<file path="src/rtl/line_buffer_3x3_if.sv">
// rtl/line_buffer_3x3_if.sv - pixel stream in, vertically aligned pixel triple out

interface line_buffer_3x3_if;
   logic       done_i;
   logic [7:0] data_i;
   logic [7:0] S1_o;
   logic [7:0] S2_o;
   logic [7:0] S3_o;
   logic       done_o;
   logic       progress_done_o;

   // Producer side: drives pixels, observes the aligned column triple
   modport master (
      output done_i,
      output data_i,
      input  S1_o,
      input  S2_o,
      input  S3_o,
      input  done_o,
      input  progress_done_o
   );

   // Line buffer side
   modport slave (
      input  done_i,
      input  data_i,
      output S1_o,
      output S2_o,
      output S3_o,
      output done_o,
      output progress_done_o
   );
endinterface

</file>
<file path="src/rtl/line_buffer_3x3.sv">
// rtl/line_buffer_3x3.sv - 3-row streaming line buffer feeding the 3x3 window buffer

module line_buffer_3x3 #(
   parameter int COLS = 5,
   parameter int ROWS = 5
) (
   input  logic               clk,
   input  logic               rst,
   line_buffer_3x3_if.slave   px
);

   localparam int COL_W = $clog2(COLS);
   localparam int ROW_W = $clog2(ROWS);

   localparam logic [COL_W-1:0] COL_LAST  = COL_W'(COLS - 1);
   localparam logic [ROW_W-1:0] ROW_LAST  = ROW_W'(ROWS - 1);
   localparam logic [ROW_W-1:0] ROW_FILL  = ROW_W'(1);
   localparam logic [ROW_W-1:0] ROW_OUT0  = ROW_W'(2);

   localparam logic [1:0] ST_IDLE   = 2'd0;
   localparam logic [1:0] ST_FILL   = 2'd1;
   localparam logic [1:0] ST_STREAM = 2'd2;

   logic [COL_W-1:0] col;
   logic [ROW_W-1:0] row;
   logic [1:0]       state;

   // lb1 holds row r-1, lb0 holds row r-2; never cleared because rows 0-1
   // of every frame rewrite them before the first valid output.
   logic [7:0] lb0 [COLS];
   logic [7:0] lb1 [COLS];

   logic accept;
   logic col_wrap;
   logic fill_end;
   logic frame_end;

   assign accept    = px.done_i;
   assign col_wrap  = (col == COL_LAST);
   assign fill_end  = col_wrap && (row == ROW_FILL);
   assign frame_end = col_wrap && (row == ROW_LAST);

   // Raster position of the next pixel; wraps straight into the next frame
   always_ff @(posedge clk) begin
      if (rst) begin
         col <= '0;
         row <= '0;
      end else if (accept) begin
         if (col_wrap) begin
            col <= '0;
            if (frame_end)
               row <= '0;
            else
               row <= row + ROW_W'(1);
         end else begin
            col <= col + COL_W'(1);
         end
      end
   end

   // Frame phase tracking: idle until the first pixel, fill rows 0-1, then stream
   always_ff @(posedge clk) begin
      if (rst) begin
         state <= ST_IDLE;
      end else if (accept) begin
         case (state)
            ST_IDLE:   state <= (frame_end) ? ST_IDLE : ST_FILL;
            ST_FILL:   if (fill_end)  state <= ST_STREAM;
            ST_STREAM: if (frame_end) state <= ST_IDLE;
            default:   state <= ST_IDLE;
         endcase
      end
   end

   // Shift the column through the two line memories on each accepted pixel
   always_ff @(posedge clk) begin
      if (!rst && accept) begin
         lb0[col] <= lb1[col];
         lb1[col] <= px.data_i;
      end
   end

   // Registered column triple and strobes; data holds during input gaps
   always_ff @(posedge clk) begin
      if (rst) begin
         px.S1_o            <= '0;
         px.S2_o            <= '0;
         px.S3_o            <= '0;
         px.done_o          <= 1'b0;
         px.progress_done_o <= 1'b0;
      end else if (accept) begin
         px.S1_o            <= lb0[col];
         px.S2_o            <= lb1[col];
         px.S3_o            <= px.data_i;
         px.done_o          <= (row >= ROW_OUT0);
         px.progress_done_o <= frame_end;
      end else begin
         px.done_o          <= 1'b0;
         px.progress_done_o <= 1'b0;
      end
   end

endmodule
</file>
<file path="src/flat_wrapper.sv">
// flat-port wrapper written by rule: the top's interface ports become plain ports
module line_buffer_3x3_flat 
#(
   parameter int COLS = 5,
   parameter int ROWS = 5
)
  (clk, rst, px_done_i, px_data_i, px_S1_o, px_S2_o, px_S3_o, px_done_o, px_progress_done_o);
  line_buffer_3x3_if px_i ();
  input  logic clk;
  input  logic rst;
  input wire logic [$bits(px_i.done_i)-1:0] px_done_i;
  input wire logic [$bits(px_i.data_i)-1:0] px_data_i;
  output wire logic [$bits(px_i.S1_o)-1:0] px_S1_o;
  output wire logic [$bits(px_i.S2_o)-1:0] px_S2_o;
  output wire logic [$bits(px_i.S3_o)-1:0] px_S3_o;
  output wire logic [$bits(px_i.done_o)-1:0] px_done_o;
  output wire logic [$bits(px_i.progress_done_o)-1:0] px_progress_done_o;
  assign px_i.done_i = px_done_i;
  assign px_i.data_i = px_data_i;
  assign px_S1_o = px_i.S1_o;
  assign px_S2_o = px_i.S2_o;
  assign px_S3_o = px_i.S3_o;
  assign px_done_o = px_i.done_o;
  assign px_progress_done_o = px_i.progress_done_o;
  line_buffer_3x3 #(.COLS(COLS), .ROWS(ROWS)) u_core (.clk(clk), .rst(rst), .px(px_i));
endmodule
</file>
<file path="config.mk">
export PLATFORM = sky130hd
export DESIGN_NAME = line_buffer_3x3_flat
export DESIGN_NICKNAME = d
export VERILOG_FILES = /design/src/rtl/line_buffer_3x3_if.sv /design/src/rtl/line_buffer_3x3.sv /design/src/flat_wrapper.sv
export SDC_FILE = /design/constraint.sdc
export NUM_CORES = 1
export LEC_CHECK = 0
export CAP_MARGIN = 10
export CORE_UTILIZATION = 44
export DETAILED_ROUTE_END_ITERATION = 10
export GPL_TIMING_DRIVEN = 0
export PLACE_DENSITY = 0.69
export SLEW_MARGIN = 10
export SYNTH_ARGS = -nofsm -noshare
export SYNTH_HDL_FRONTEND = slang
export SYNTH_SLANG_ARGS = --single-unit
</file>
<file path="constraint.sdc">
create_clock -name clk -period 8.5 [get_ports clk]
set_input_delay 1.7 -clock clk [delete_from_list [all_inputs] [get_ports clk]]
set_output_delay 1.7 -clock clk [all_outputs]
set_load 0.05 [all_outputs]
</file>
Word level (Yosys, flattened, before mapping)

Memory sizes are Yosys's and may differ from the RTL's. A register that Yosys moved wholly into a read port is not among the register bits.
Cells that the tools add are included.

Add/sub/neg operators: 2
Bitwise logic cells: 1
Multiplexer cells: 6
Reductions and logical operators: 5
Eq/ne operators: 2
Magnitude comparators: 1

Operator list:

| cell                  | count |
|---|---|
| $mux W3               | 4 |
| $add A3 B1 Y3 const B | 2 |
| $eq A3 B3 Y1 const B  | 2 |
| $ge A3 B2 Y1 const B  | 1 |
| $logic_and A1 B1 Y1   | 2 |
| $mux W1               | 2 |
| $reduce_and A2 Y1     | 1 |
| $reduce_or A2 Y1      | 1 |
| $logic_not A1 Y1      | 1 |
| $not A1 Y1            | 1 |

Memories: 2
Input bits: 11
Flip-flop bits (word level): 24
Output and inout port bits: 26
RAM bits: 80

Memory list:

| memory     | words | width | read ports | clocked after memory_dff | write ports | line                  | text |
|---|---|---|---|---|---|---|---|
| u_core.lb0 | 5     | 8     | 1          | 1                        | 1           | line_buffer_3x3.sv:30 | `logic [7:0] lb0 [COLS];` |
| u_core.lb1 | 5     | 8     | 1          | 1                        | 1           | line_buffer_3x3.sv:31 | `logic [7:0] lb1 [COLS];` |

Longest topological paths before layout

Depth after elaboration: 4
Gate-level depth with buffers: 6
Depth with buffers taken out: 5

Worst setup path after synthesis

No wires, ideal clock.

Path type: input -> register
From: input port px_done_i
To: memory u_core.lb0[4][0], enable pin
Arrival: 3.662 ns
Slack: 4.408 ns
Required time: 8.070 ns
Setup time: 0.430 ns
Stages: 4
Cells stage by stage: buf_2 > buf_2 > nand2_1 > nor4_1

Longest elaborated chain between the ends: 3

RTL lines:

| what                          | line                  | text |
|---|---|---|
| start: declaration            | flat_wrapper.sv:11    | `input wire logic [$bits(px_i.done_i)-1:0] px_done_i;` |
| $logic_and A1 B1 Y1           | line_buffer_3x3.sv:77 | `if (!rst && accept) begin` |
| $mux W1                       | line_buffer_3x3.sv:77 |  |
| $mux W1 (not written as such) | line_buffer_3x3.sv:78 | `lb0[col] <= lb1[col];` |
| end: declaration              | line_buffer_3x3.sv:30 |  |

Every way passes these cells.

Worst setup path after layout

From: input port px_done_i
To: memory u_core.lb1[4][4], enable pin

Longest elaborated chain between the ends: 3

RTL lines:

| what                          | line                  | text |
|---|---|---|
| $logic_and A1 B1 Y1           | line_buffer_3x3.sv:77 |  |
| $mux W1                       | line_buffer_3x3.sv:77 |  |
| $mux W1 (not written as such) | line_buffer_3x3.sv:79 | `lb1[col] <= px.data_i;` |
| end: declaration              | line_buffer_3x3.sv:31 |  |

Every way passes these cells.

==> reports/summary.txt <==
Tot GR Track Use: 19.6%
cts-stage hold buffer count: 0
Final min period: 3.54 ns
total clock sinks: 115
Power Total: 1.42 mW
cts repair resizes: 0
Hold Crit Class: flop to flop
WL/cell: 18.6 um
vias in the first global route: 2710
Tightest Pin Transition: 1.01 ns
Final Skew: 0.00812 ns
Post-Synthesis Cells: 290
RSZ-0062 raised after global routing: no
Setup CP Type: primary input to flop
# diodes: 0
worst path arrival time: 3.74 ns
die area: 10300 um^2
Worst-path clk slew: 0.06 ns
Bufs on Longest Clock Path: 2
MaxCap Viol Count: 0
worst path required time: 8.70 ns
Distinct cells, synth: 34
Achievable Freq: 283 MHz
layout overhead on the synthesized area: 24.9%
met3 WL: 432 um
core area: 9420 um^2
Overflow after GRT: 0
Die W: 102 um
GPL Wtd Cong: 0.816
vias post-DR: 2580
Final Non-Filler Cells: 491
Synthesized Nets: 306
worst-skew pair later-pin latency: 0.51 ns
Final Max Tran Viols: 0
Boundary Pins: 37
first drt pass iteration count: 4
antenna-violating nets left: 0
setup TNS: 0 ns
drc violations: 0
final instance area: 5450 um^2
largest fanout on the critical path: 10
final hold viol count: 0
synthesized flop and latch total: 115
FP Rows: 35
worst rel slew slack: 32.4%
initial antenna violation count: 0
Net count, final: 365
Leak: 1.90 nW
Largest stage delay, worst path: 0.55 ns
htree depth: 4
syn avg cell area: 15.1 um^2
Yosys top cell area share: 55.0%
synth top area cells: edfxtp_1 55%, dfxtp_1 16%, a211oi_1 2.8%
post-CTS setup buffers: 0
CTS tree: yes
Root Buffer: clkbuf_8
Final period util: 41.6%
hpwl dp: 5.74 mm
met2 WL: 4.65 mm
largest net degree at the start of global routing: 17
layout cells sized above 1: 16.9%
Starting Density: 46.4%
Cell Chain, Critical Path: clkdlybuf4s50_1 -> buf_2 -> buf_2 -> nand2_1 -> nor4_2 -> buf_2
outcome: completed
Crit. End Element: flop
die height: 102 um
max layer used: met4
initial DRC count: 192
I/O Buffers: 35
overall routed net length: 9.11 mm
placed instance area: 4930 um^2
Final setup violation count: 0
Synth area leader: edfxtp_1
most frequent CP cell: buf_2
global-route wire length before repair: 14.2 mm
peak supply drop: 0.131 mV
Seq/Total Area, Yosys: 71.1%
met1 WL: 3.95 mm
DP Cell Count: 459
cell at the slowest stage of the critical path: nor4_2
routed vias/inst: 5.25
Ys Warns: 0
Power per Cell Area: 260 nW/um^2
Fillers: 734
TritonCTS Buffers: 17
Cell Area, Synth: 4370 um^2
Startpoint Class: primary input
## final timing paths
kind / startpoint / slack [ns] / cells after the start / endpoint
min reg2reg: u_core.px.S1_o[7] / 0.48 / 2 / u_core.px.S1_o[7]
max: px_done_i / 4.96 / 6 / u_core.lb1[4][4]
min: u_core.px.S1_o[7] / 0.48 / 2 / u_core.px.S1_o[7]
max reg2reg: u_core.col[2] / 6.44 / 3 / u_core.lb0[3][5]
## state kept, by name, summed over array words and instances, names as in the netlist, named ones only
name	count
u_core.lb1	40
u_core.px.done_o	1
u_core.lb0	40
u_core.px.S3_o	8
u_core.col	3
u_core.px.S1_o	8
u_core.px.progress_done_o	1
u_core.row	3
u_core.px.S2_o	8
## Yosys cell counts, drive strengths merged
cell / number
edfxtp: 80
dfxtp: 35
nor2: 30
mux2: 24
a211oi: 16
nor2b: 11
buf: 10
mux2i: 10
nand2b: 10
a222oi: 8
clkbuf: 8
o22ai: 8
o32ai: 8
ha: 5
and3: 4
inv: 4
nand2: 3
nor3: 3
a21oi: 2
nand3: 2
o21ai: 2
a22oi: 1
clkinv: 1
nand3b: 1
nor4: 1
nor4b: 1
or2: 1
xnor2: 1
## power breakdown
part / internal [mW] / total [mW] / switching (mW) / leakage, nW
Clock: 0.388 / 0.626 / 0.238 / 0.255
Combinational: 0.0559 / 0.151 / 0.0953 / 0.629
Sequential: 0.628 / 0.638 / 0.0101 / 1.01
## per-layer routing
layer | GRT usage [%] | up-vias
met1 | 23.6 | 1263
met4 | 9.59 | 0
met3 | 5.45 | 9
met2 | 32.5 | 76
met5 | 0 | -
li1 | - | 1232
## area by class of cell
class	count	area, um^2	share of cell area [%]
Buffer	18	95.1	1.74
Clock buffer	20	435	7.98
Clock inverter	12	90.1	1.65
Inverter	5	18.8	0.344
Multi-Input combinational cell	152	1160	21.3
Sequential cell	115	3100	56.9
Tap cell	129	161	2.96
Timing Repair Buffer	40	389	7.13
## per-stage QoR
step | setup WS, ns | util, % | hold slack, ns
2_1_floorplan | 4.41 | - | 0.454
3_3_place_gp | 2.30 | 51.8 | 0.471
3_5_place_dp | 4.43 | 52.3 | 0.477
4_1_cts | 4.94 | 57.9 | 0.485
5_1_grt | 4.84 | 57.9 | 0.508
6_report | 4.96 | 57.9 | 0.482
## worst max-delay path, delay by kind of cell
kind | cells | cell delay (ns)
AND/OR/NAND/NOR | 2 | 0.64
buffers and inverters | 4 | 1.39
## cell families after synthesis
logic type      synth area share, %
flops                          71.1
simple gates                   7.71
compound gates                 7.97
mux                            9.00
buf+inv                        2.61
fa+ha+maj                      1.43
xor+xnor                      0.201
## placed cells by master, fill, tap and decap left out, types with 10 or more instances in the layout
master / instances
mux2i_1: 10
edfxtp_1: 80
dfxtp_1: 35
nor2_1: 29
a211oi_1: 16
nor2b_1: 11
clkbuf_16: 16
nand2b_1: 10
clkdlybuf4s50_1: 35
Note: power is estimated with default switching activity, not from simulation.
